**src/rtl/pcx_fifo_arb.sv**
```systemverilog
// pcx_fifo_arb: round-robin write arbiter for a shared pcx_fifo with occupancy tracking and atomic beat pairing
module pcx_fifo_arb #(
  parameter int DATA_WIDTH = 130,
  parameter int N_REQ      = 2,
  parameter int FIFO_DEPTH = 32,
  parameter int CNT_WIDTH  = 6
) (
  input  logic                        clock,
  input  logic                        aclr,
  input  logic [N_REQ-1:0]            req_valid,
  input  logic [N_REQ-1:0]            req_atomic,
  input  logic [N_REQ*DATA_WIDTH-1:0] req_data,
  output logic [N_REQ-1:0]            req_grant,
  output logic                        fifo_wrreq,
  output logic [DATA_WIDTH-1:0]       fifo_data,
  input  logic                        fifo_rdreq,
  output logic [CNT_WIDTH-1:0]        occupancy,
  output logic                        arb_locked
);
  localparam int IW = N_REQ > 1 ? $clog2(N_REQ) : 1;
  typedef enum logic {IDLE, LOCKED} state_t;
  state_t               state, state_next;
  logic [IW-1:0]        last_grant, owner, win, sel, idx;
  logic                 found, grant_en;
  logic [CNT_WIDTH:0]   free, need;
  logic [CNT_WIDTH-1:0] occ_next;
  // scan farthest-to-nearest so the closest valid requester after last_grant wins
  always_comb begin
    found = 1'b0;
    win = '0;
    idx = '0;
    for (int k = N_REQ; k >= 1; k--) begin
      idx = IW'((int'(last_grant) + k) % N_REQ);
      if (req_valid[idx]) begin
        found = 1'b1;
        win = idx;
      end
    end
    free = (CNT_WIDTH+1)'(FIFO_DEPTH) - {1'b0, occupancy};
    need = req_atomic[win] ? (CNT_WIDTH+1)'(2) : (CNT_WIDTH+1)'(1);
    sel = state == LOCKED ? owner : win;
    grant_en = !aclr && (state == LOCKED ? req_valid[owner] : (found && free >= need));
    req_grant = grant_en ? N_REQ'(1) << sel : '0;
    fifo_data = grant_en ? req_data[sel*DATA_WIDTH +: DATA_WIDTH] : '0;
    state_next = state == IDLE ? ((grant_en && req_atomic[win]) ? LOCKED : IDLE)
                               : (grant_en ? IDLE : LOCKED);
    occ_next = occupancy + CNT_WIDTH'(grant_en) - CNT_WIDTH'(fifo_rdreq && occupancy != '0);
  end
  assign fifo_wrreq = |req_grant;
  assign arb_locked = state == LOCKED;
  always_ff @(posedge clock) begin
    if (aclr) begin
      state <= IDLE;
      occupancy <= '0;
      last_grant <= IW'(N_REQ - 1);
      owner <= '0;
    end else begin
      state <= state_next;
      occupancy <= occ_next;
      if (grant_en && state == IDLE) begin
        last_grant <= win;
        owner <= win;
      end
    end
  end
endmodule

```
**config.mk**
```make
export PLATFORM = sky130hd
export DESIGN_NAME = pcx_fifo_arb
export DESIGN_NICKNAME = d
export VERILOG_FILES = /design/src/rtl/pcx_fifo_arb.sv
export SDC_FILE = /design/constraint.sdc
export NUM_CORES = 1
export LEC_CHECK = 0
export BUFFER_PORTS_ARGS = -buffer_cell sky130_fd_sc_hd__buf_4
export CAP_MARGIN = 10
export CORE_AREA = 2 2 157 159
export CTS_CLUSTER_DIAMETER = 100
export CTS_CLUSTER_SIZE = 8
export DETAILED_ROUTE_END_ITERATION = 10
export DIE_AREA = 0 0 159 161
export REMOVE_ABC_BUFFERS = 1
export SLEW_MARGIN = 0
export SYNTH_ARGS = -nofsm -noshare
export SYNTH_HDL_FRONTEND = slang
export SYNTH_SLANG_ARGS = --single-unit
```
**constraint.sdc**
```tcl
create_clock -name clock -period 7 [get_ports clock]
set_input_delay 1.4 -clock clock [delete_from_list [all_inputs] [get_ports clock]]
set_output_delay 1.4 -clock clock [all_outputs]
set_load 0.1 [all_outputs]
```
==> results.json <==
{
  "io_pins": 407,
  "p_leak_nw": 3.19,
  "switchingPower_mw": 1.46,
  "pwr-share-clk_pct": 5.2,
  "cts_root_buf": "clkbuf_16",
  "grt_max_degree": 78,
  "diodes": 0,
  "cts_buffers": 3,
  "start_util_pct": 10.9,
  "syn_inst": 522,
  "yosys.area.top_type": "nand2_1",
  "antenna_found_initial": 0,
  "final_cells": 1217,
  "clock_path_buffers": 2,
  "yosys.area.top_type_share_pct": 37.9,
  "setup-violations-final": 0,
  "crit_fanout": 77,
  "post_cts_resized": 0,
  "finalWirelength_um": 16700,
  "utilization_pct": 25.1,
  "critPathKind": "input port to output port",
  "power.share.combinational_pct": 90.3,
  "gp_congestion": 0.795,
  "drive_above_1_share_pct": 46.9,
  "htreeDepth": 1,
  "dr.first_iter.drc_count": 323,
  "place_area_um2": 5940,
  "dp_slack_ns": 1.21,
  "nets": 1176,
  "p_int_mw": 0.590,
  "postRouteAntennaNets": 0,
  "cts_setup_buffers": 0,
  "grt_pass1_vias": 4533,
  "rows": 57,
  "vdd_drop_max_v": 0.000223,
  "crit_required_ns": 5.60,
  "final_area_um2": 6020,
  "seq_power_share_pct": 4.5,
  "min_from": "last_grant$_SDFFE_PP1P_",
  "clk_pin_slew_ns": 0.04,
  "crit_path_start_kind": "input port",
  "clock-sinks": 9,
  "route.detailed.drc": 0,
  "final_common_cell": "buf_4",
  "clk_latency_ns": 0.24,
  "dr.pass1.iters": 4,
  "period_needed_ns": 5.81,
  "wl_per_cell_um": 13.7,
  "cp-end-kind": "output port",
  "syn-cell-area_um2": 2600,
  "crit_top_cell": "buf_4",
  "final_cell_mix": "408 x buf_4, 263 x nand2_1, 136 x a21oi_1, 14 x ha_1, 13 x inv_1",
  "rr_startpoint": "last_grant$_SDFFE_PP1P_",
  "synth_cell_types": 33,
  "crit_path_max_incr_delay_ns": 0.62,
  "yosys_warnings": 0,
  "maxSlewViolCount": 0,
  "cp_data_arrival_time_ns": 4.41,
  "seq_area_frac_synth_pct": 6.92,
  "setup.worst_path.start": "req_valid[0]",
  "placed_cells": 1213,
  "status": "complete, no violations",
  "rsz0062_at_grt": "no",
  "critPathSlowestCell": "a21boi_0",
  "max_cap_viol_count": 0,
  "hpwl_um": 13300,
  "multi_input_area_um2": 2180,
  "synth_area_leaders": "nand2_1 38%, a21oi_1 26%, dfxtp_1 6.9%",
  "die_x_um": 159,
  "slew_headroom_pct": 47.4,
  "fmax_mhz": 172,
  "worst_slew_pin_slew_ns": 0.789,
  "die_area_um2": 25600,
  "via_count": 4790,
  "swShare_pct": 71.3,
  "track_usage_pct": 11.9,
  "synth-seq-cells": 9,
  "core_um2": 24000,
  "crit_chain": "buf_4 > a21boi_0 > mux2i_1 > ha_1 > nand2b_1 > a211oi_2 > a41oi_1 > o21ai_4 > buf_12 > a21oi_1 > buf_4",
  "finalPower_mw": 2.05,
  "area_growth_pct": 131,
  "seqCellArea_um2": 180,
  "fill_cells": 2730,
  "p_per_area_nw_per_um2": 341,
  "finalHoldViolCount": 0,
  "vias_per_cell": 3.94,
  "cts_tree": "yes",
  "port_buffers": 406,
  "die_h_um": 161,
  "fin_skew_ns": 0.00130,
  "grt_pass1_wl_um": 25000,
  "fin_ws_ns": 1.19,
  "grt_overflow_total": 0,
  "period_share_pct": 82.9,
  "syn_avg_cell_area_um2": 4.99,
  "hold_buffers": 0,
  "hold_path.class": "flip-flop to flip-flop"
}
## critical path: cells and delay by family
| kind | cells | cell delay [ns] |
|---|---|---|
| mux | 1 | 0.37 |
| simple gates | 1 | 0.15 |
| fa+ha+maj | 1 | 0.28 |
| buf+inv | 3 | 0.68 |
| compound gates | 5 | 1.44 |
## sequential cells by signal, indices dropped and copies added, names as in the netlist
| register | cells |
|---|---|
| owner | 1 |
| occupancy | 6 |
| arb_locked | 1 |
| last_grant | 1 |
## worst paths after layout
| check | to | slack, ns | depth (start not counted) |
|---|---|---|---|
| hold / removal | last_grant$_SDFFE_PP1P_ | 0.51 | 2 |
| setup / recovery | fifo_data[52] | 1.19 | 11 |
| hold reg to reg | last_grant$_SDFFE_PP1P_ | 0.51 | 2 |
| setup reg to reg | occupancy[4]$_SDFF_PP0_ | 2.78 | 16 |
## kinds of logic (layout without fill, tap and decap cells)
logic type / after synthesis / count (layout) / share of synthesized area [%]
simple gates: 282 / 282 / 41.9
compound gates: 149 / 149 / 30.0
buf+inv: 57 / 428 / 10.1
fa+ha+maj: 15 / 15 / 7.50
flops: 9 / 9 / 6.92
xor+xnor: 5 / 5 / 1.68
mux: 5 / 5 / 1.97
## cell usage after synthesis
| cell | number |
|---|---|
| a211oi_2 | 1 |
| a21boi_0 | 1 |
| a21oi_1 | 136 |
| a31oi_1 | 2 |
| a41o_1 | 1 |
| a41oi_1 | 1 |
| buf_1 | 2 |
| buf_2 | 18 |
| buf_4 | 7 |
| clkbuf_1 | 17 |
| dfxtp_1 | 9 |
| fa_1 | 1 |
| ha_1 | 14 |
| inv_1 | 13 |
| mux2_2 | 1 |
| mux2i_1 | 4 |
| nand2_1 | 263 |
| nand2b_1 | 1 |
| nand3_1 | 2 |
| nand3b_1 | 2 |
| nand4_1 | 1 |
| nor2_1 | 7 |
| nor2b_1 | 3 |
| nor3_1 | 1 |
| nor4b_1 | 1 |
| o211ai_1 | 1 |
| o21ai_0 | 3 |
| o21ai_2 | 1 |
| o21bai_1 | 1 |
| o41ai_1 | 1 |
| or3_1 | 1 |
| xnor2_1 | 4 |
| xor2_1 | 1 |
## power groups by stage
stage	combinational [mW]	clock (mW)	sequential [mW]
4_1_cts	1.87	0.108	0.0923
5_1_grt	1.96	0.110	0.0954
6_report	1.85	0.106	0.0923
3_5_place_dp	1.86	0	0.0930
2_1_floorplan	1.32	0	0.190
3_3_place_gp	1.85	0	0.0939
## metal layers
| layer | vias up | global-route usage [%] | wire (um) |
|---|---|---|---|
| li1 | 2436 | - | - |
| met1 | 2125 | 15.4 | 6990 |
| met2 | 216 | 21.0 | 8350 |
| met3 | 13 | 2.21 | 1240 |
| met4 | 0 | 1.53 | 142 |
| met5 | - | 0 | 0 |
## cell type report
class | count | share of cell area [%]
timing repair buffer | 411 | 51.9
sequential | 9 | 2.99
inverter | 13 | 0.810
clock buffer | 3 | 1.25
clock inverter | 1 | 0.0831
tap | 324 | 6.73
multi-input combinational | 456 | 36.3
## stage by stage
stage / hold WS [ns] / setup TNS, ns
finish: 0.508 / 0
global route: 0.524 / 0
CTS: 0.510 / 0
detailed placement: 0.500 / 0
global placement: 0.482 / 0
floorplan: 0.458 / -309.13
(Power assumes the default switching activity.)
